**config.mk**
```make
export PLATFORM = sky130hd
export DESIGN_NAME = priority_grant_sequencer
export DESIGN_NICKNAME = d
export VERILOG_FILES = /design/src/rtl/priority_grant_sequencer.sv
export SDC_FILE = /design/constraint.sdc
export NUM_CORES = 1
export LEC_CHECK = 0
export BUFFER_PORTS_ARGS = -buffer_cell sky130_fd_sc_hd__buf_4
export CAP_MARGIN = 20
export CORE_MARGIN = 10
export CORE_UTILIZATION = 35
export CTS_CLUSTER_DIAMETER = 150
export DETAILED_ROUTE_END_ITERATION = 8
export PLACE_DENSITY_LB_ADDON = 0.2
export SKIP_LAST_GASP = 1
export SLEW_MARGIN = 20
export SYNTH_ARGS = -nofsm -noshare
export SYNTH_HDL_FRONTEND = slang
export SYNTH_SLANG_ARGS = --single-unit
```
**constraint.sdc**
```tcl
create_clock -name clk_i -period 9.3 [get_ports clk_i]
set_input_delay 1.86 -clock clk_i [delete_from_list [all_inputs] [get_ports clk_i]]
set_output_delay 1.86 -clock clk_i [all_outputs]
set_load 0.05 [all_outputs]
```
**src/rtl/priority_grant_sequencer.sv**
```systemverilog
// Batch grant sequencer: snapshots a request vector on load and issues one grant
// per handshake, either highest-index-first or round-robin below the last grant.
module priority_grant_sequencer #(
  parameter int N    = 12,
  parameter int IDXW = 4
) (
  input  logic            clk_i,
  input  logic            reset_n_i,
  input  logic [N:1]      req_i,
  input  logic            load_i,
  input  logic            rr_mode_i,
  input  logic            flush_i,
  input  logic            grant_ready_i,
  output logic            grant_valid_o,
  output logic [IDXW-1:0] grant_idx_o,
  output logic [N:1]      grant_onehot_o,
  output logic            busy_o,
  output logic            done_o,
  output logic [IDXW-1:0] pending_count_o
);

  typedef enum logic {IDLE, SERVE} state_t;

  state_t          state_q, state_d;
  logic [N:1]      pending_q, pending_d;
  logic [IDXW-1:0] last_idx_q, last_idx_d;
  logic            mode_q, mode_d;
  logic            done_q, done_d;

  logic [IDXW-1:0] hi_all, hi_below, sel;
  logic [N:1]      sel_oh;
  logic [IDXW-1:0] cnt;
  logic            xfer;

  // Ascending scan so the last hit is the highest set bit; last_idx=0 admits every bit.
  always_comb begin
    hi_all   = '0;
    hi_below = '0;
    cnt      = '0;
    for (int i = 1; i <= N; i++) begin
      cnt = cnt + IDXW'(pending_q[i]);
      if (pending_q[i]) begin
        hi_all = IDXW'(i);
        if (last_idx_q == '0 || IDXW'(i) < last_idx_q) hi_below = IDXW'(i);
      end
    end
    sel = (mode_q && hi_below != '0) ? hi_below : hi_all;
  end

  always_comb begin
    grant_valid_o = (state_q == SERVE) && (pending_q != '0);
    sel_oh        = '0;
    for (int i = 1; i <= N; i++) sel_oh[i] = (sel == IDXW'(i));
    grant_idx_o     = grant_valid_o ? sel : '0;
    grant_onehot_o  = grant_valid_o ? sel_oh : '0;
    busy_o          = (state_q == SERVE);
    done_o          = done_q;
    pending_count_o = cnt;
    xfer            = grant_valid_o && grant_ready_i;
  end

  always_comb begin
    state_d    = state_q;
    pending_d  = pending_q;
    last_idx_d = last_idx_q;
    mode_d     = mode_q;
    done_d     = 1'b0;
    case (state_q)
      IDLE: begin
        if (load_i) begin
          if (req_i != '0) begin
            pending_d = req_i;
            mode_d    = rr_mode_i;
            state_d   = SERVE;
          end else begin
            done_d = 1'b1;
          end
        end
      end
      SERVE: begin
        // flush wins over a same-cycle transfer: nothing is granted
        if (flush_i) begin
          pending_d = '0;
          state_d   = IDLE;
        end else if (xfer) begin
          pending_d  = pending_q & ~sel_oh;
          last_idx_d = sel;
          if ((pending_q & ~sel_oh) == '0) begin
            state_d = IDLE;
            done_d  = 1'b1;
          end
        end
      end
      default: state_d = IDLE;
    endcase
  end

  always_ff @(posedge clk_i) begin
    if (!reset_n_i) begin
      state_q    <= IDLE;
      pending_q  <= '0;
      last_idx_q <= '0;
      mode_q     <= 1'b0;
      done_q     <= 1'b0;
    end else begin
      state_q    <= state_d;
      pending_q  <= pending_d;
      last_idx_q <= last_idx_d;
      mode_q     <= mode_d;
      done_q     <= done_d;
    end
  end

endmodule

```
==> metrics.md, run 1 <==
| Metric | Value |
|---|---|
| Status | finished, final reports clean |
| Clock buffer depth | 2 |
| Clock Skew | 2.639 ps |
| Vias in the first global route | 2435 |
| Post-Syn Area | 0.002275 mm^2 |
| Cts repair resizes | 0 |
| FFs w/ async S/R, synth | 0% |
| Root buffer cell | clkbuf_8 |
| Setup WS pre-CTS | 3878 ps |
| Cell taking the most area after synthesis | dfxtp_1 |
| Slew HR | 48.93% |
| Std-Cell Rows | 29 |
| Initial antenna violation count | 0 |
| Post-Synth Adder-Cell Area | 9.901% |
| Worst-Margin Slew | 763.2 ps |
| Antenna Violating Nets Remaining | 0 |
| Peak VDD IR | 0.2475 mV |
| Total Power | 474.8 uW |
| HP Class | flip-flop to flip-flop |
| PortBufs | 40 |
| WS Path Type | flip-flop to output pin |
| Routed vias | 2490 |
| Drt pass-1 iters | 4 |
| Sequential power share | 22.2% |
| Post-Synth Simple-Gate Area | 28.22% |
| Final #Nets | 364 |
| Core area | 0.006314 mm^2 |
| GRT Util Overall | 15.16% |
| Max Slew Vio Count | 0 |
| Number of diodes | 0 |
| DRC Markers | 0 |
| Clk pwr share | 13.6% |
| Top Family by Delay on Critical Path | adder cells |
| Count of cell types in the netlist | 67 |
| Chip height | 100.6 um |
| Worst skew pair latency | 270 ps |
| Proportion of power drawn by combinational gates | 64.2% |
| Minimum clock period | 5697 ps |
| Chain of cells forming the critical path | fa_1 -> fa_1 -> inv_1 -> fa_1 -> fa_1 -> inv_1 -> ha_1 -> inv_1 -> fa_1 -> xnor2_1 -> buf_4 |
| Reg2Reg Depth | 9 |
| Largest family of logic cells by synthesized area | compound AO/OA/AOI/OAI gates |
| I/O pin count | 41 |
| Hold_buf cts | 0 |
| Buf/Inv on CP | 4 |
| CTS tree | yes |
| Initial drt markers | 162 |
| Highest net fanout along the worst path | 8 |
| Compound-Gate Fraction of Synth Area | 34.71% |
| Prevailing post-synth register cell | dfxtp_1 |
| Hold wc startpoint | pending_q[10] |
| Cells after Synth | 305 |
| Critical path endpoint category | output pin |
| Pleak | 0.001058 uW |
| Htree depth | 1 |
| R2r startpoint | last_idx_q[1] |
| Largest stage delay, worst path | 560 ps |
| Detail Placement HPWL | 6131 um |
| Final cell count without fillers | 409 |
| Gr ovfl total | 0 |
| Max-cap violations | 0 |
| Syn Area/Cell | 7.458 um^2 |
| Die Area | 0.01012 mm^2 |
| Area delta synth->final | 14.52% |
| Switching share of power | 53.19% |
| Post-synth top area share | 16.72% |
| Min Hold Slack | 623.1 ps |
| Clock buffer count from CTS | 3 |
| Switching pwr | 252.5 uW |
| Synth area leaders | dfxtp_1 17%, fa_1 6.2%, nor2_1 5.8% |
| Final setup viols | 0 |
| WL/cell | 18.86 um |
| First-pass GRT wire length | 12520 um |
| Hold path endpoint | pending_q[10] |
| Post-synth EDFFs | 0 |
| Final hold vios | 0 |
| Final worst-path cycle share | 61.26% |
| Max frequency | 0.1755 GHz |
| Syn nets | 336 |
| Gpl congestion | 0.9539 |
| Layout cells sized above 1 | 19.88% |
| Setup TNS | 0 ps |
| Largest net degree at the start of global routing | 19 |
| Worst reg2reg setup slack | 5480 ps |
| Critical path's slowest cell | dfxtp_1 |
| Xor and xnor area share after synthesis | 0.3850% |
| Final worst setup slack | 3603 ps |
| Crit-path most repeated cell | fa_1 |
| Multiplexer area fraction after synthesis | 1.870% |
| Drt via density | 6.088 |
| Aggregate routed wire length | 7715 um |
| Number of synthesized register bits | 19 |
| Crit start category | flip-flop |
| # placed instances | 405 |
| FF-to-FF End | busy_o |
| Initial Utilization | 36.03% |
| Internal | 222.3 uW |
| Worst path arrival time | 3840 ps |
| RSZ-0062 raised after global routing | no |
| WHS Path Cells | 2 |
| Yosys warns | 0 |
| WP data required | 7440 ps |
| Clk sinks | 19 |
| Register area share after synthesis | 16.72% |
| CTS clk-pin slew, worst paths | 80 ps |
| Post-CTS Setup Bufs | 0 |
| PwrDens | 182.3 mW/mm^2 |
| Die width | 100.6 um |
final cells by class:
| cell class | count | area, um^2 |
|---|---|---|
| Tap cell | 77 | 96.34 |
| Fill cell | 701 | 3709 |
| Clock inverter | 1 | 7.507 |
| Multi-Input combinational cell | 250 | 1708 |
| Timing Repair Buffer | 40 | 300.3 |
| Sequential cell | 19 | 380.4 |
| Clock buffer | 3 | 41.29 |
| Inverter | 19 | 71.32 |
flip-flops by register name (all words and copies together) (netlist names):
name,flops
last_idx_q,4
done_o,1
mode_q,1
pending_q,12
busy_o,1
metal layers:
layer  track usage, %  routed length (um)  vias up
met4            5.109                 187        0
li1                 -                   -     1193
met2            24.37                3667      109
met3            2.881                 652       11
met5                0                   0        -
met1            19.69                3208     1177
metrics by stage:
stage,util [%],area [um^2]
floorplan,-,2275
global route,41.26,2605
finish,41.26,2605
detailed placement,40.49,2556
CTS,41.26,2605
global placement,40.49,2556
layout by cell type, fill, tap and decap left out, drive strengths merged, types with 7 or more instances in the layout:
cell type  instances
a211oi            12
a21oi             20
and2               8
buf               40
dfxtp             19
fa                 7
inv               18
nand2             27
nor2              35
nor3              19
nor4               7
o21ai             20
power groups by stage:
stage | Clock (uW) | Combinational, uW | Sequential [uW]
2_1_floorplan | 0 | 235 | 97.0
3_3_place_gp | 0 | 302 | 107
3_5_place_dp | 0 | 304 | 107
4_1_cts | 64.8 | 305 | 105
5_1_grt | 67.5 | 332 | 107
6_report | 64.5 | 305 | 106
cells in the mapped netlist, types with 3 or more instances:
cell        n
dfxtp_1    19
inv_1      17
clkbuf_1    8
nand2b_1    5
or3_1       4
and2_1      7
or2_2       4
fa_1        7
nor2_1     35
o21ai_0    14
o22ai_1     3
ha_1        6
o211ai_1    4
a31oi_1     4
a21o_1      6
nand3_1     5
a2bb2oi_1   3
o21ai_1     4
buf_6       6
a21oi_1    20
nor4_1      6
nor2b_1     3
nor3_1     16
nand4_1     4
nor3_2      3
a211oi_1   12
nand2_1    27
how the worst max path moves through the flow:
stage                       from                  to  cells past startpoint
floorplan           pending_q[4]  pending_count_o[2]                     10
global placement    pending_q[4]  pending_count_o[2]                     11
detailed placement  pending_q[4]  pending_count_o[2]                     11
CTS                 pending_q[4]  pending_count_o[2]                     11
global route        pending_q[4]  pending_count_o[2]                     11
finish              pending_q[4]  pending_count_o[2]                     11
worst reg2reg max path, stage by stage (launching register included):
cell and delay (ps):
dfxtp_1 800, nor2_1 160, o31a_1 270, o32a_1 360, a2111oi_4 470, nor2_1 280
o41ai_1 620, o2111ai_1 200, nor4b_2 380, a31oi_1 150
cells by family (layout without fill, tap and decap cells):
logic type               after synthesis  after routing
flip-flops                            19             19
adder cells (fa/ha/maj)               14             14
AND/OR/NAND/NOR                      126            126
buffers and inverters                 36             63
AO/OA/AOI/OAI                        105            105
XOR/XNOR                               1              1
multiplexers                           4              4
Note: power is estimated with default switching activity, not from simulation.
==> inputs of run 2 (changes only) <==
clock period = 4.85 ns   (was 9.3 ns; I/O delays follow)
==> run 2 against run 1 <==
Critical path depth stayed put. Power is 93% higher. Die area stayed put. Combinational power is 93% higher. Sequential cell count stayed put. Via count is 1.6% higher. Clock skew is 6.3 ps higher. Sequential power is 91% higher. Core utilization is 0.30 points higher. Register-to-register slack worse by 4600 ps.
==> metrics.md, run 2 (synthesis gave the netlist of run 1 again) <==
| Metric | Value |
|---|---|
| HP Class | flip-flop to flip-flop |
| Post-CTS Setup Bufs | 0 |
| Fill count | 680 |
| WL/cell | 19.09 um |
| Initial antenna violation count | 0 |
| Post-placement cell area | 0.002564 mm^2 |
| Met1 wire length | 3525 um |
| Critical path endpoint category | output pin |
| Largest net degree at the start of global routing | 19 |
| Clk sinks | 19 |
| Worst skew pair latency | 270 ps |
| Internal | 428.2 uW |
| Final hold vios | 0 |
| CTS clk-pin slew, worst paths | 90 ps |
| Max layer used | met4 |
| Clock Skew | 8.952 ps |
| Worst path arrival time | 3630 ps |
| Max Slew Vio Count | 0 |
| I/O pin count | 41 |
| Gpl congestion | 0.9466 |
| RSZ-0062 raised after global routing | no |
| Std-Cell Rows | 29 |
| Routed vias | 2530 |
| Final #Nets | 365 |
| First-pass GRT wire length | 12920 um |
| Max frequency | 0.2174 GHz |
| Clock buffer count from CTS | 3 |
| Setup TNS | 0 ps |
| Hold_buf cts | 0 |
| Initial Utilization | 36.03% |
| Sequential power share | 22.0% |
| Detail Placement HPWL | 6111 um |
| Clk pwr share | 13.8% |
| Routed wl met3 | 452 um |
| Drt pass-1 iters | 5 |
| Setup WS pre-CTS | 330.3 ps |
| Switching share of power | 53.22% |
| Largest regs | pending_q x12, last_idx_q x4 |
| Die Area | 0.01012 mm^2 |
| GRT Util Overall | 15.36% |
| CTS tree | yes |
| Final setup viols | 0 |
| Htree depth | 1 |
| Pleak | 0.001065 uW |
| Slew HR | 48.68% |
| WP data required | 3880 ps |
| Chip height | 100.6 um |
| Proportion of power drawn by combinational gates | 64.2% |
| Peak VDD IR | 0.4668 mV |
| Switching pwr | 487.3 uW |
| Final worst-path cycle share | 94.85% |
| Clock buffer depth | 2 |
| Final worst setup slack | 249.7 ps |
| Die width | 100.6 um |
| Min Hold Slack | 574.5 ps |
| Most frequent cells in the layout | 41 x buf_4, 35 x nor2_1, 27 x nand2_1, 20 x a21oi_1, 17 x inv_1 |
| Aggregate routed wire length | 7828 um |
| Most common cell after layout, fill and taps aside | buf_4 |
| Vias in the first global route | 2545 |
| Biggest register | pending_q |
| Layout cells sized above 1 | 21.62% |
| Max-cap violations | 0 |
| Total Power | 915.5 uW |
| Status | finished, final reports clean |
| Met2 WL | 3753 um |
| Core area | 0.006314 mm^2 |
| Area delta synth->final | 15.35% |
| Drt via density | 6.171 |
| Gr ovfl total | 0 |
| PortBufs | 40 |
| Initial drt markers | 250 |
| Highest net fanout along the worst path | 10 |
| Minimum clock period | 4600 ps |
| Max FFs per register | 12 |
| Worst-Margin Slew | 768.7 ps |
| Root buffer cell | clkbuf_8 |
| Post-route cell area | 0.002624 mm^2 |
| WS Path Type | flip-flop to output pin |
| DRC Markers | 0 |
| Crit start category | flip-flop |
| Antenna Violating Nets Remaining | 0 |
| Number of diodes | 0 |
| PwrDens | 348.9 mW/mm^2 |
[run 2: cell types whose count changed in the layout (fill, tap and decap cells not counted)]
cell | before | now
dfxtp_1 | 19 | 14
dfxtp_4 | 0 | 2
dfxtp_2 | 0 | 3
buf_4 | 40 | 41
[run 2: what timing repair did]
item                                    in CTS  in global routing
gates resized for setup                      0                  7
endpoints found under the hold margin        0                  0
endpoints found under the setup margin       0                  2
[run 2: final cells by class]
cell class                 count  area, um^2  area share [%]
multi-input combinational    250        1708           65.09
sequential                    19       391.6           14.93
timing repair buffer          41       307.8           11.73
tap                           77       96.34           3.672
inverter                      19       71.32           2.718
clock buffer                   3       41.29           1.574
clock inverter                 1       7.507          0.2861
[run 2: worst max-delay path, stage by stage (launching register included)]
cell	delay (ps)
dfxtp_4	400
fa_1	500
fa_1	490
inv_1	50
fa_1	490
fa_1	400
inv_1	60
ha_1	160
inv_1	50
fa_1	380
xnor2_1	150
buf_4	220
[run 2: final timing paths]
path | start | to | slack [ps] | cells past startpoint
min | pending_q[10] | pending_q[10] | 570 | 2
max | pending_q[6] | pending_count_o[2] | 250 | 11
max reg2reg | last_idx_q[1] | done_o | 900 | 9
min reg2reg | pending_q[10] | pending_q[10] | 570 | 2
[run 2: metal layers]
layer	up-vias	GRT usage (%)
met5	-	0
met4	0	3.913
met3	11	2.195
met2	110	25.70
met1	1215	20.00
li1	1194	-
[run 2: power groups by stage]
| stage | logic (uW) | registers, uW | clock network [uW] |
|---|---|---|---|
| after global placement | 582 | 203 | 0 |
| after detailed placement | 585 | 204 | 0 |
| after global routing | 647 | 205 | 131 |
| after CTS | 588 | 200 | 125 |
| final | 588 | 202 | 126 |
| after floorplan | 451 | 186 | 0 |
[run 2: through the flow]
stage	utilization [%]	cells
global route	41.56	410
CTS	41.38	410
floorplan	-	305
detailed placement	40.61	406
global placement	40.61	406
finish	41.56	410
